## config.mk

```make
export PLATFORM = sky130hd
export DESIGN_NAME = ghost_pos_update
export DESIGN_NICKNAME = d
export VERILOG_FILES = /design/src/rtl/ghost_pos_update.sv
export SDC_FILE = /design/constraint.sdc
export NUM_CORES = 1
export LEC_CHECK = 0
export CAP_MARGIN = 20
export CORE_MARGIN = 2
export CORE_UTILIZATION = 54
export DETAILED_ROUTE_END_ITERATION = 8
export GPL_TIMING_DRIVEN = 0
export PLACE_DENSITY = 0.9
export SLEW_MARGIN = 20
export SYNTH_ARGS = -nofsm -noshare
export SYNTH_HDL_FRONTEND = slang
export SYNTH_SLANG_ARGS = --single-unit
```

## constraint.sdc

```tcl
create_clock -name clk -period 3 [get_ports clk]
set_input_delay 0.6 -clock clk [delete_from_list [all_inputs] [get_ports clk]]
set_output_delay 0.6 -clock clk [all_outputs]
set_load 0.005 [all_outputs]
```

## src/rtl/ghost_pos_update.sv

```systemverilog
// ghost_pos_update: advances the ghost position per movement tick, commits turns only on
// tile centres, sequences the house exit and handles the horizontal tunnel wrap.
`default_nettype none

module ghost_pos_update #(
  parameter int START_X = 320,
  parameter int START_Y = 240,
  parameter int DOOR_Y  = 208,
  parameter int TILE    = 16,
  parameter int STEP    = 2,
  parameter int X_MIN   = 0,
  parameter int X_MAX   = 624
) (
  input  logic        clk,
  input  logic        rst_n,
  input  logic        move_tick_i,
  input  logic [3:0]  move_direction_i,
  input  logic [3:0]  valid_moves_i,
  input  logic        release_i,
  input  logic        respawn_i,
  input  logic        freeze_i,
  output logic [10:0] ghost_pos_x_o,
  output logic [9:0]  ghost_pos_y_o,
  output logic [3:0]  prev_direction_o,
  output logic        at_center_o,
  output logic        moving_o
);

  localparam int TILE_BITS = $clog2(TILE);

  localparam logic [10:0] C_START_X = 11'(START_X);
  localparam logic [9:0]  C_START_Y = 10'(START_Y);
  localparam logic [9:0]  C_DOOR_Y  = 10'(DOOR_Y);
  localparam logic [10:0] C_STEP_X  = 11'(STEP);
  localparam logic [9:0]  C_STEP_Y  = 10'(STEP);
  localparam logic [10:0] C_X_MIN   = 11'(X_MIN);
  localparam logic [10:0] C_X_MAX   = 11'(X_MAX);

  localparam logic [3:0] DIR_RIGHT = 4'b0001;
  localparam logic [3:0] DIR_UP    = 4'b0010;
  localparam logic [3:0] DIR_DOWN  = 4'b0100;
  localparam logic [3:0] DIR_LEFT  = 4'b1000;

  typedef enum logic [1:0] {
    S_IDLE = 2'd0,
    S_EXIT = 2'd1,
    S_ROAM = 2'd2
  } state_t;

  state_t      state_q;
  logic [10:0] x_q;
  logic [9:0]  y_q;
  logic [3:0]  dir_q;
  logic        moving_q;

  logic        at_center_w;
  logic        req_onehot_w;
  logic        go_w;
  logic [3:0]  dir_sel_w;
  logic [10:0] x_d;
  logic [9:0]  y_d;
  logic [9:0]  y_exit_w;

  assign at_center_w  = (x_q[TILE_BITS-1:0] == '0) && (y_q[TILE_BITS-1:0] == '0);
  assign req_onehot_w = (move_direction_i != 4'b0000) &&
                        ((move_direction_i & (move_direction_i - 4'd1)) == 4'b0000);
  assign y_exit_w     = y_q - C_STEP_Y;

  // Direction choice only happens on a centre; mid-tile the committed direction is forced.
  always_comb begin
    dir_sel_w = dir_q;
    go_w      = 1'b1;
    x_d       = x_q;
    y_d       = y_q;
    if (at_center_w) begin
      if (req_onehot_w && ((move_direction_i & valid_moves_i) != 4'b0000)) begin
        dir_sel_w = move_direction_i;
      end else if ((dir_q & valid_moves_i) == 4'b0000) begin
        go_w = 1'b0;
      end
    end
    case (dir_sel_w)
      DIR_RIGHT: x_d = (x_q == C_X_MAX) ? C_X_MIN : x_q + C_STEP_X;
      DIR_LEFT:  x_d = (x_q == C_X_MIN) ? C_X_MAX : x_q - C_STEP_X;
      DIR_UP:    y_d = y_q - C_STEP_Y;
      DIR_DOWN:  y_d = y_q + C_STEP_Y;
      default:   go_w = 1'b0;
    endcase
  end

  always_ff @(posedge clk or negedge rst_n) begin
    if (!rst_n) begin
      state_q  <= S_IDLE;
      x_q      <= C_START_X;
      y_q      <= C_START_Y;
      dir_q    <= DIR_UP;
      moving_q <= 1'b0;
    end else if (respawn_i) begin
      state_q  <= S_IDLE;
      x_q      <= C_START_X;
      y_q      <= C_START_Y;
      dir_q    <= DIR_UP;
      moving_q <= 1'b0;
    end else begin
      case (state_q)
        S_IDLE: begin
          if (release_i && !freeze_i) begin
            state_q <= S_EXIT;
          end
          if (move_tick_i) begin
            moving_q <= 1'b0;
          end
        end
        S_EXIT: begin
          if (move_tick_i) begin
            if (freeze_i) begin
              moving_q <= 1'b0;
            end else begin
              y_q      <= y_exit_w;
              moving_q <= 1'b1;
              if (y_exit_w == C_DOOR_Y) begin
                state_q <= S_ROAM;
                dir_q   <= DIR_LEFT;
              end else begin
                dir_q   <= DIR_UP;
              end
            end
          end
        end
        S_ROAM: begin
          if (move_tick_i) begin
            if (freeze_i || !go_w) begin
              moving_q <= 1'b0;
            end else begin
              x_q      <= x_d;
              y_q      <= y_d;
              dir_q    <= dir_sel_w;
              moving_q <= 1'b1;
            end
          end
        end
        default: state_q <= S_IDLE;
      endcase
    end
  end

  assign ghost_pos_x_o    = x_q;
  assign ghost_pos_y_o    = y_q;
  assign prev_direction_o = dir_q;
  assign at_center_o      = at_center_w;
  assign moving_o         = moving_q;

endmodule

`default_nettype wire

```

Yosys cells after proc, flatten, opt, wreduce, memory -nomap -nowiden
Cells that the tools add are included.

Bits of input ports: 14. Logic and storage cells: 97. Flip-flop bits (word level): 28. Output and inout bits: 27.

Reduce and logical (&&, ||, !) cells: 26. Equal/unequal tests: 18. Add/sub/neg operators: 5. Bitwise gates (word level): 3. Muxes and demuxes: 40.

Operators with widths (count): 11-bit 2-to-1 mux (6); 10-bit 2-to-1 mux (5); 10-bit one-hot mux with 2 select lines (2); 4-bit 2-to-1 mux (8); 11-bit one-hot mux with 2 select lines (1); 3-bit inequality test (second input constant) (7); 4-bit logical NOT (4); 4-bit AND (3); 4-bit nonzero test (3); 11-bit by 2-bit adder with 11-bit output (second input constant) (1); 11-bit by 10-bit == test with 1-bit output (second input constant) (1); 11-bit logical NOT (1); 11-bit by 2-bit subtractor with 11-bit output (second input constant) (1); 10-bit by 2-bit adder with 10-bit output (second input constant) (1); 10-bit by 8-bit == test with 1-bit output (second input constant) (1); 1-bit 2-to-1 mux (10); 2-bit 2-to-1 mux (5); 5-bit AND reduction (2); 10-bit by 2-bit subtractor with 10-bit output (second input constant) (1); 4-bit one-hot mux with 2 select lines (1); 4-bit AND reduction (2); 2-bit one-hot mux with 3 select lines (1); 6-bit AND reduction (1); 3-bit nonzero test (2); other kinds (16) (22).

Longest topological paths before layout
Gate-level depths: netlist (run 1).

Depth in word-level cells: 16. Depth in mapped cells: 10.

Worst setup path after synthesis (run 1)
No wires, ideal clock.

Path type: input to register. Start point: in move_direction_i[0]. End point: reg y_q[9] (netlist: ghost_pos_y_o[9]). Cell stages on the path: 9. Data arrival time: 2.758 ns. Library setup time: 0.078 ns. Data required time: 2.922 ns. Slack: 0.164 ns. Path through: clkbuf_1 > a22oi_1 > a2111oi_4 > and2_4 > buf_8 > mux2i_4 > mux2_4 > or3_1 > a21oi_1.

Longest elaborated chain between the ends: 14. Elaborated cells between the ends (all ways): 28. Those cells by class: 1 x add/sub; 6 x eq/ne; 10 x mux; 2 x bitwise; 9 x reduce/logical.

RTL lines: from (decl) (RTL line 17) `input logic [3:0] move_direction_i,`; 4-bit by 1-bit subtractor with 4-bit output (RTL line 66) `((move_direction_i & (move_direction_i - 4'd1)) == 4'b0000);`; 4-bit AND (RTL line 66); 4-bit logical NOT (RTL line 66); 1-bit logical AND (RTL line 65) `assign req_onehot_w = (move_direction_i != 4'b0000) &&`; 1-bit logical AND (RTL line 76) `if (req_onehot_w && ((move_direction_i & valid_moves_i) != 4'b0000)) begin`; 4-bit 2-to-1 mux (RTL line 76); 4-bit 2-to-1 mux (RTL line 75) `if (at_center_w) begin`; 4-bit by 3-bit == test with 1-bit output (tied with other cells) (RTL line 82) `case (dir_sel_w)`; 4-bit OR reduction (no line); 1-bit 2-to-1 mux (RTL line 82); 1-bit logical NOT (RTL line 132) `if (freeze_i || !go_w) begin`; 1-bit logical OR (RTL line 132); 3-bit inequality test (no line); 6-bit AND reduction (no line); to (signal assigned) (RTL line 119) `y_q <= y_exit_w;`; to (signal assigned) (RTL line 136) `y_q <= y_d;`; to (decl) (RTL line 52) `logic [9:0] y_q;`.

Several ways; a longest one is shown, not always the timed one. The select of a mux whose other input is x is not followed. A chain may end at the register's enable or synchronous reset.

Final worst setup path (run 1)
Start point: in valid_moves_i[2]. End point: reg y_q[9] (netlist: ghost_pos_y_o[9]).

Longest elaborated chain between the ends: 12. Elaborated cells between the ends (all ways): 26. Those cells by class: 6 x eq/ne; 11 x mux; 2 x bitwise; 7 x reduce/logical.

RTL lines: from (decl) (RTL line 18) `input logic [3:0] valid_moves_i,`; 4-bit AND (RTL line 76); 4-bit nonzero test (RTL line 76); 1-bit logical AND (RTL line 76); 4-bit 2-to-1 mux (RTL line 76); 4-bit 2-to-1 mux (RTL line 75); 4-bit by 3-bit == test with 1-bit output (tied with other cells) (RTL line 82); 4-bit OR reduction (no line); 1-bit 2-to-1 mux (RTL line 82); 1-bit logical NOT (RTL line 132); 1-bit logical OR (RTL line 132); 3-bit inequality test (no line); 6-bit AND reduction (no line).

Several ways; a longest one is shown, not always the timed one. The select of a mux whose other input is x is not followed.

==> flow_summary_export.csv, run 1 <==
group,metric,value,unit
outcome,status,"complete, no violations",
final_layout,post_route_cells_drive_above_1_share,13.4,%
setup_path,cp-end-kind,"flop",
routing,drt_iter0_drc,263,
routing,vias,2656,
global_routing,grt_max_degree,27,
routing,firstDrtPassIters,5,
floorplan,core,0.00441,sq mm
logic_synthesis,synth_top_cell_by_area,"dfrtp_1",
place,numPortBuffers,35,
logic_synthesis,synth_top_area_share,19.0,%
floorplan,die_area,0.00518,sq mm
routing,routed_wl,6800,um
clock_tree,cts_root_buf,"clkbuf_8",
job,cap_violations,0,
global_routing,antenna_found_initial,0,
place,gp_congestion,0.905,
clock_tree,numCtsBuffers,3,
timing,final.min_clock_period,2900,ps
logic_synthesis,async_flop_share,100,%
timing,setup_tns,0,ps
timing,worst_pin_slew,601,ps
final_layout,nNetsFinal,380,
setup_path,critPathRequiredTime,3200,ps
global_routing,grt-ovfl-total,0,
final_layout,num-fill-cells,342,
final_layout,antenna_cells,0,
setup_path,cp.arrival,3100,ps
routing,drc_errors,0,
timing,fin_crit_sh,96.7,%
power_and_ir_drop,power,1.45,mW
setup_path,startpoint_type,"input port",
clock_tree,cts.path.max_buffers,2,
clock_tree,cts_sinks,26,
worst_hold_path,hold_path.class,"in -> async",
logic_synthesis,yosysSeqAreaShare,26.4,%
routing,viasPerCell,6.49,
floorplan,ioPinCount,41,
floorplan,die_w,72.0,um
routing,wl_per_cell,16.6,um
place,place_ws,-568,ps
logic_synthesis,synth_edf_count,0,
clock_tree,tritoncts,"yes",
logic_synthesis,ys_warn_count,0,
power_and_ir_drop,cellPowerDensity,477,mW/mm^2
power_and_ir_drop,vdd_drop_max,0.382,mV
logic_synthesis,syn_area_per_cell,8.03,sq um
global_routing,grt.total_usage,26.5,%
setup_path,cp_max_fo,6,
final_layout,area_growth,21.6,%
global_routing,grt_pass1_vias,2438,
timing,fmax,345,MHz
setup_path,critPathKind,"in -> reg",
timing,hold_viol_final,0,
clock_tree,clkSlewWorstSetupHoldPaths,100,ps
logic_synthesis,ys.flop_type,"dfrtp_1",
logic_synthesis,synth-seq-cells,26,
floorplan,rows,24,
clock_tree,cts.htree.levels,1,
routing,drtAntennaViolNets,0,
clock_tree,clk_latency,280,ps
logic_synthesis,syn_area,0.00250,sq mm
timing,fin_ws,98.0,ps
timing,finClkSkew,12.8,ps
final_layout,utilization,68.8,%
timing,slew_headroom,60.0,%
global_routing,grt_pass1_wl,11100,um
timing,drv_slew,0,
place,dpl.hpwl,4870,um
floorplan,die_y,72.0,um
logic_synthesis,syn_inst,311,
logic_synthesis,synth_area_leaders,"dfrtp_1 19%, dfstp_2 7.4%, ha_1 4.0%",
floorplan,start_util,56.6,%
power_and_ir_drop,p_leak,1.21,nW
logic_synthesis,synthDistinctLibCells,67,
timing,setup_violations,0,
state kept, by name, indices dropped and copies added (netlist names):
name / cells
ghost_pos_x_o: 10
ghost_pos_y_o: 9
moving_o: 1
prev_direction_o: 4
state_q: 2
cells by family after synthesis:
logic type | synth area share, %
and+or+nand+nor | 29.4
AOI/OAI and AO/OA | 24.8
buffers and inverters | 7.16
DFF | 26.4
muxes | 5.66
adders and majority gates | 4.01
xor gates and xnor gates | 2.45
other | 0.150
cells in the final DEF, fill, tap and decap left out, types with 6 or more instances in the layout:
cell type         n
clkdlybuf4s50_1  32
nor2_1           23
nand2_1          22
dfrtp_1          19
clkbuf_1         16
a21oi_1          16
inv_1            14
o21ai_0          13
nand3_1          13
nor3_1           12
buf_4             9
ha_1              8
or3_1             7
mux2i_1           7
dfstp_2           7
or2_2             6
nor2b_1           6
and3_1            6
o31ai_1           6
final timing paths:
path | from | end | slack, ps | cells past startpoint
max in group asynchronous | rst_n | ghost_pos_y_o[3]$_DFFE_PN0P_ | 2280 | 1
hold reg to reg | moving_o$_DFFE_PN0P_ | moving_o$_DFFE_PN0P_ | 560 | 2
setup / recovery | valid_moves_i[2] | ghost_pos_y_o[9]$_DFFE_PN0P_ | 100 | 9
min in group clk | moving_o$_DFFE_PN0P_ | moving_o$_DFFE_PN0P_ | 560 | 2
hold / removal | rst_n | ghost_pos_x_o[2]$_DFFE_PN0P_ | 320 | 1
setup reg to reg | ghost_pos_x_o[2]$_DFFE_PN0P_ | ghost_pos_y_o[9]$_DFFE_PN0P_ | 130 | 8
power by group:
group          total, mW  internal [mW]  switching [mW]
logic              0.783          0.356           0.427
clock network      0.212         0.0952           0.117
registers          0.454          0.398          0.0568
metal layers:
layer  up-vias  part of all wire, %  GRT usage (%)
met5         -                    0              0
met4         0                  2.9           10.5
met3        23                  7.7           3.47
met2       151                   46           42.8
met1      1234                   44           36.1
li1       1248                    -              -
cell type report:
type	instances	area, sq um	area share, %
timing repair buffer	41	395	13.0
inverter	14	52.6	1.73
multi-input combinational	246	1680	55.3
sequential	26	659	21.7
clock buffer	4	45.0	1.48
buffer	26	141	4.65
tap	52	65.1	2.14
worst max-delay path, stage by stage:
cell             delay (ps)
clkdlybuf4s50_1         480
a22oi_1                 150
a2111oi_4               450
and2_4                  230
buf_8                   110
mux2i_4                 290
mux2_4                  330
or3_1                   310
a21oi_1                 140
through the flow:
| step | cells | instance area (sq um) | hold WS (ps) |
|---|---|---|---|
| global placement | 399 | 2920 | 528 |
| floorplan | 312 | 2500 | 304 |
| detailed placement | 399 | 2910 | 542 |
| global route | 409 | 3040 | 367 |
| CTS | 405 | 2980 | 351 |
| finish | 409 | 3040 | 317 |
synth_stat cells (all sizes together) (7+ instances only):
cell and count:
ha 8, o21ai 14, dfrtp 19, nor2 23, inv 14, clkbuf 20
dfstp 7, nor3 12, nand2 22, nand3 13, or3 8, mux2i 8
a21oi 16
what timing repair did:
| action | 4_1_cts | 5_1_grt |
|---|---|---|
| gates resized for setup | 5 | 12 |
| hold buffers | 0 | 0 |
| pin swaps | 1 | 5 |
| setup buffers | 2 | 4 |
| endpoints found under the setup margin | 14 | 17 |
No activity file was read; power rests on OpenSTA's default activity.
==> inputs of run 2 (changes only) <==
--- a/config.mk
+++ b/config.mk
@@ -8,6 +8,7 @@
 export CAP_MARGIN = 20
 export CORE_MARGIN = 2
 export CORE_UTILIZATION = 54
+export CTS_CLUSTER_DIAMETER = 150
 export DETAILED_ROUTE_END_ITERATION = 8
 export GPL_TIMING_DRIVEN = 0
 export PLACE_DENSITY = 0.9
==> constraint.sdc (replaced) <==
create_clock -name clk -period 3.05 [get_ports clk]
set_input_delay 0.61 -clock clk [delete_from_list [all_inputs] [get_ports clk]]
set_output_delay 0.61 -clock clk [all_outputs]
set_load 0.005 [all_outputs]
==> flow_summary_export.csv, run 2 (synthesized netlist as in run 1, its figures left out) <==
group,metric,value,unit
outcome,status,"complete, no violations",
floorplan,rows,24,
setup_path,critical_path.top_delay_family,"compound AO/OA/AOI/OAI gates",
clock_tree,cts.htree.levels,1,
setup_path,critPathRequiredTime,3250,ps
routing,vias,2644,
final_layout,post_route_cells_drive_above_1_share,12.4,%
final_layout,largest_register_ffs,10,
setup_path,crit_path_top_delay_cell,"clkdlybuf4s50_1",
routing,drt_iter0_drc,251,
setup_path,critPathKind,"in -> reg",
timing,slew_headroom,59.6,%
global_routing,grt_pass1_wl,11000,um
setup_path,r2r_cells,8,
timing,fmax,337,MHz
final_layout,num-fill-cells,350,
floorplan,die_w,72.0,um
worst_hold_path,hold_path.class,"in -> async",
clock_tree,clk_latency,270,ps
timing,fin_crit_sh,97.4,%
setup_path,cp_num_buf_inv,3,
timing,worst_pin_slew,606,ps
routing,drtAntennaViolNets,0,
place,gp_congestion,0.905,
final_layout,mostFrequentLayoutCell,"clkdlybuf4s50_1",
setup_path,cp_max_fo,10,
clock_tree,cts_root_buf,"clkbuf_8",
clock_tree,tritoncts,"yes",
timing,setup_tns,0,ps
setup_path,cp_num_cells,10,
global_routing,antenna_found_initial,0,
routing,viasPerCell,6.50,
power_and_ir_drop,cellPowerDensity,468,mW/mm^2
final_layout,mostFrequentLayoutCells,"34 x clkdlybuf4s50_1, 23 x nor2_1, 22 x nand2_1",
final_layout,final_cell_area,0.00300,sq mm
routing,routed_wl,6730,um
power_and_ir_drop,p_leak,1.18,nW
floorplan,ioPinCount,41,
clock_tree,clkSlewWorstSetupHoldPaths,100,ps
setup_path,path_common_cell,"a211o_1",
final_layout,nNetsFinal,378,
setup_path,startpoint_type,"input port",
final_layout,area_growth,20.2,%
global_routing,grt-ovfl-total,0,
floorplan,die_y,72.0,um
floorplan,die_area,0.00518,sq mm
setup_path,slowest_delay,470,ps
routing,wl_per_cell,16.5,um
place,dpl.hpwl,4870,um
setup_path,cp-end-kind,"flop",
job,cap_violations,0,
timing,drv_slew,0,
routing,firstDrtPassIters,5,
place,numPortBuffers,35,
setup_path,cp.arrival,3180,ps
global_routing,grt.total_usage,26.4,%
clock_tree,cts_sinks,26,
global_routing,grt_max_degree,27,
power_and_ir_drop,vdd_drop_max,0.377,mV
clock_tree,hold_buffers,0,
place,post_dp_cell_area,0.00291,sq mm
global_routing,grt_pass1_vias,2431,
timing,hold_viol_final,0,
timing,final.min_clock_period,2970,ps
floorplan,core,0.00441,sq mm
clock_tree,numCtsBuffers,3,
floorplan,start_util,56.6,%
timing,finClkSkew,9.73,ps
setup_path,path_cells,"clkdlybuf4s50_1, clkbuf_4, nor4b_1, a211o_1, and3_1, o31a_1, clkbuf_2, nand3b_1, a211o_1, a21oi_1",
routing,drc_errors,0,
final_layout,antenna_cells,0,
clock_tree,cts.path.max_buffers,2,
timing,setup_violations,0,
==> run 2: final timing paths <==
kind	end	slack (ps)	start
setup / recovery	ghost_pos_x_o[3]$_DFFE_PN0P_	80	move_direction_i[2]
hold / removal	ghost_pos_x_o[2]$_DFFE_PN0P_	330	rst_n
setup reg to reg	ghost_pos_y_o[9]$_DFFE_PN0P_	210	ghost_pos_x_o[1]$_DFFE_PN0P_
hold reg to reg	moving_o$_DFFE_PN0P_	560	moving_o$_DFFE_PN0P_
max in group asynchronous	ghost_pos_y_o[3]$_DFFE_PN0P_	2320	rst_n
min in group clk	moving_o$_DFFE_PN0P_	560	moving_o$_DFFE_PN0P_
==> run 2: repair_timing <==
action / CTS / global route
setup buffers: 2 / 2
gates resized for setup: 3 / 7
endpoints found under the setup margin: 12 / 15
pin swaps: 1 / 1
==> run 2: power breakdown <==
group / switching, mW / internal, mW / total [mW]
Combinational: 0.416 / 0.333 / 0.749
Clock: 0.115 / 0.0936 / 0.209
Sequential: 0.0551 / 0.391 / 0.446
Total: 0.586 / 0.818 / 1.40
==> run 2: cell type report <==
class	count	area [sq um]	share of cell area [%]
clock buffer	4	45.0	1.50
timing repair buffer	39	375	12.5
multi-input combinational	246	1670	55.6
buffer	26	136	4.54
tap	52	65.1	2.17
inverter	14	52.6	1.75
sequential	26	659	22.0
==> run 2: metal layers <==
layer	vias to the layer above	share of wire (%)	wire, um	GRT usage (%)
met5	-	0	0	0
met4	0	2.7	181	10.5
met3	18	7.6	511	3.47
met2	141	46	3120	42.7
met1	1245	43	2920	35.9
li1	1240	-	-	-
==> run 2: metrics by stage <==
stage	std cells	total power [mW]	hold slack (ps)	util, %	setup WS, ps
2_1_floorplan	312	0.936	314	-	204
3_3_place_gp	399	1.15	528	66.1	-377
3_5_place_dp	399	1.17	542	66.0	-528
4_1_cts	405	1.38	361	67.4	26.0
5_1_grt	407	1.50	377	68.0	-8.11
6_report	407	1.40	333	68.0	78.6
==> run 2: worst register-to-register path, cell delays in order, from the launching register on <==
cell	delay, ps
dfrtp_1	490
or3_4	460
a2111oi_4	410
and2_4	220
buf_8	110
mux2i_4	280
mux2_4	330
or3_1	310
a21oi_1	140
==> inputs of run 3 (changes only) <==
--- a/config.mk
+++ b/config.mk
@@ -6,6 +6,7 @@
 export NUM_CORES = 1
 export LEC_CHECK = 0
 export CAP_MARGIN = 20
+export CORE_ASPECT_RATIO = 0.5
 export CORE_MARGIN = 2
 export CORE_UTILIZATION = 54
 export CTS_CLUSTER_DIAMETER = 150
==> flow_summary_export.csv, run 3 (synthesized netlist as in run 1, its figures left out) <==
group,metric,value,unit
setup_path,cp_max_fo,7,
floorplan,die_w,100,um
routing,drtAntennaViolNets,0,
timing,final.min_clock_period,3000,ps
routing,drt_iter0_drc,308,
place,gp_congestion,0.942,
final_layout,utilization,70.3,%
floorplan,start_util,56.4,%
clock_tree,tritoncts,"yes",
routing,vias,2723,
routing,routed_wl,7270,um
floorplan,ioPinCount,41,
timing,finClkSkew,5.93,ps
global_routing,grt_pass1_vias,2405,
global_routing,grt_max_degree,27,
power_and_ir_drop,power,1.55,mW
setup_path,reg2reg_from,"ghost_pos_x_o[2]$_DFFE_PN0P_",
clock_tree,cts_sinks,26,
job,cap_violations,0,
timing,setup_tns,0,ps
worst_hold_path,hold_path.class,"in -> async",
final_layout,antenna_cells,0,
setup_path,crit_start,"valid_moves_i[0]",
final_layout,final_cell_count_no_fill,417,
setup_path,cp-end-kind,"flop",
clock_tree,numCtsBuffers,3,
global_routing,grt_pass1_wl,11100,um
setup_path,reg2reg_slack,130,ps
floorplan,die_area,0.00522,sq mm
place,dp_cells,404,
setup_path,cp.arrival,3210,ps
place,dpl.hpwl,5080,um
power_and_ir_drop,p_leak,1.23,nW
outcome,status,"complete, no violations",
global_routing,grt.total_usage,26.9,%
routing,wl_per_cell,17.4,um
place,numPortBuffers,35,
final_layout,post_route_cells_drive_above_1_share,15.8,%
setup_path,startpoint_type,"input port",
timing,setup_violations,0,
power_and_ir_drop,cellPowerDensity,497,mW/mm^2
clock_tree,cts.htree.levels,1,
timing,fmax,334,MHz
setup_path,critPathKind,"in -> reg",
final_layout,mostFrequentLayoutCell,"clkdlybuf4s50_1",
final_layout,mostFrequentLayoutCells,"34 x clkdlybuf4s50_1, 23 x nor2_1, 22 x nand2_1",
global_routing,grt-ovfl-total,0,
power_and_ir_drop,vdd_drop_max,0.278,mV
clock_tree,cts_root_buf,"clkbuf_8",
floorplan,die_y,52.1,um
floorplan,core,0.00442,sq mm
final_layout,num-fill-cells,340,
routing,drc_errors,0,
clock_tree,cts.path.max_buffers,2,
final_layout,area_growth,24.5,%
clock_tree,clk_latency,280,ps
timing,fin_crit_sh,98.2,%
final_layout,nNetsFinal,383,
setup_path,crit_path_end,"ghost_pos_y_o[9]$_DFFE_PN0P_",
final_layout,largest_register_ffs,10,
setup_path,r2r-end,"ghost_pos_y_o[9]$_DFFE_PN0P_",
setup_path,r2r_cells,8,
timing,worst_pin_slew,614,ps
routing,viasPerCell,6.53,
clock_tree,hold_buffers,0,
timing,slew_headroom,59.1,%
routing,firstDrtPassIters,5,
timing,drv_slew,0,
setup_path,critPathRequiredTime,3260,ps
floorplan,rows,17,
timing,hold_viol_final,0,
global_routing,antenna_found_initial,0,
clock_tree,clkSlewWorstSetupHoldPaths,100,ps
run 3: metal layers:
layer,vias up,GRT usage (%),share of wire [%]
met5,-,0,0
met4,0,6.16,1.8
met3,24,5.51,9.0
met2,170,46.5,48
met1,1278,35.3,42
li1,1251,-,-
run 3: stage by stage:
stage	hold WS [ps]	area (sq um)	worst slack, ps
CTS	350	3020	12.9
detailed placement	527	2920	-566
global placement	519	2920	-481
global route	372	3110	-29.3
finish	327	3110	54.9
floorplan	314	2500	204
run 3: final cells by class:
| type | instances | area (sq um) | area share (%) |
|---|---|---|---|
| multi-input cells | 246 | 1700 | 54.7 |
| flip-flops and latches | 26 | 659 | 21.2 |
| repair buffers | 45 | 420 | 13.5 |
| plain buffers | 25 | 135 | 4.34 |
| well taps | 57 | 71.3 | 2.29 |
| inverters | 14 | 52.6 | 1.69 |
| clock buffers | 3 | 41.3 | 1.33 |
| clock inverters | 1 | 30.0 | 0.965 |
run 3: what timing repair did:
action	in CTS	in global routing
pin swaps	0	4
buffers inserted	3	7
gates resized for setup	5	13
endpoints found under the setup margin	13	14
run 3: worst min-delay path by stage:
stage                               startpoint                            end  cells after the start
after global placement    moving_o$_DFFE_PN0P_           moving_o$_DFFE_PN0P_                      2
after CTS                                rst_n  ghost_pos_x_o[10]$_DFFE_PN0P_                      1
after detailed placement  moving_o$_DFFE_PN0P_           moving_o$_DFFE_PN0P_                      2
after global routing                     rst_n   ghost_pos_x_o[9]$_DFFE_PN0P_                      1
final                                    rst_n   ghost_pos_x_o[7]$_DFFE_PN0P_                      1
after floorplan                          rst_n  ghost_pos_x_o[10]$_DFFE_PN0P_                      0
run 3: worst max-delay path, stage by stage:
cell	delay, ps
clkdlybuf4s50_1	500
a22oi_2	120
a2111oi_4	530
and2_4	240
buf_8	120
mux2i_4	310
mux2_4	330
or3_1	300
a21oi_1	140
run 3: where the power goes:
| part | total, mW | internal [mW] | leakage [nW] | switching, mW |
|---|---|---|---|---|
| sequential | 0.443 | 0.391 | 0.337 | 0.0523 |
| combinational | 0.804 | 0.363 | 0.853 | 0.440 |
| clock | 0.300 | 0.176 | 0.0357 | 0.124 |
| total | 1.55 | 0.931 | 1.23 | 0.616 |
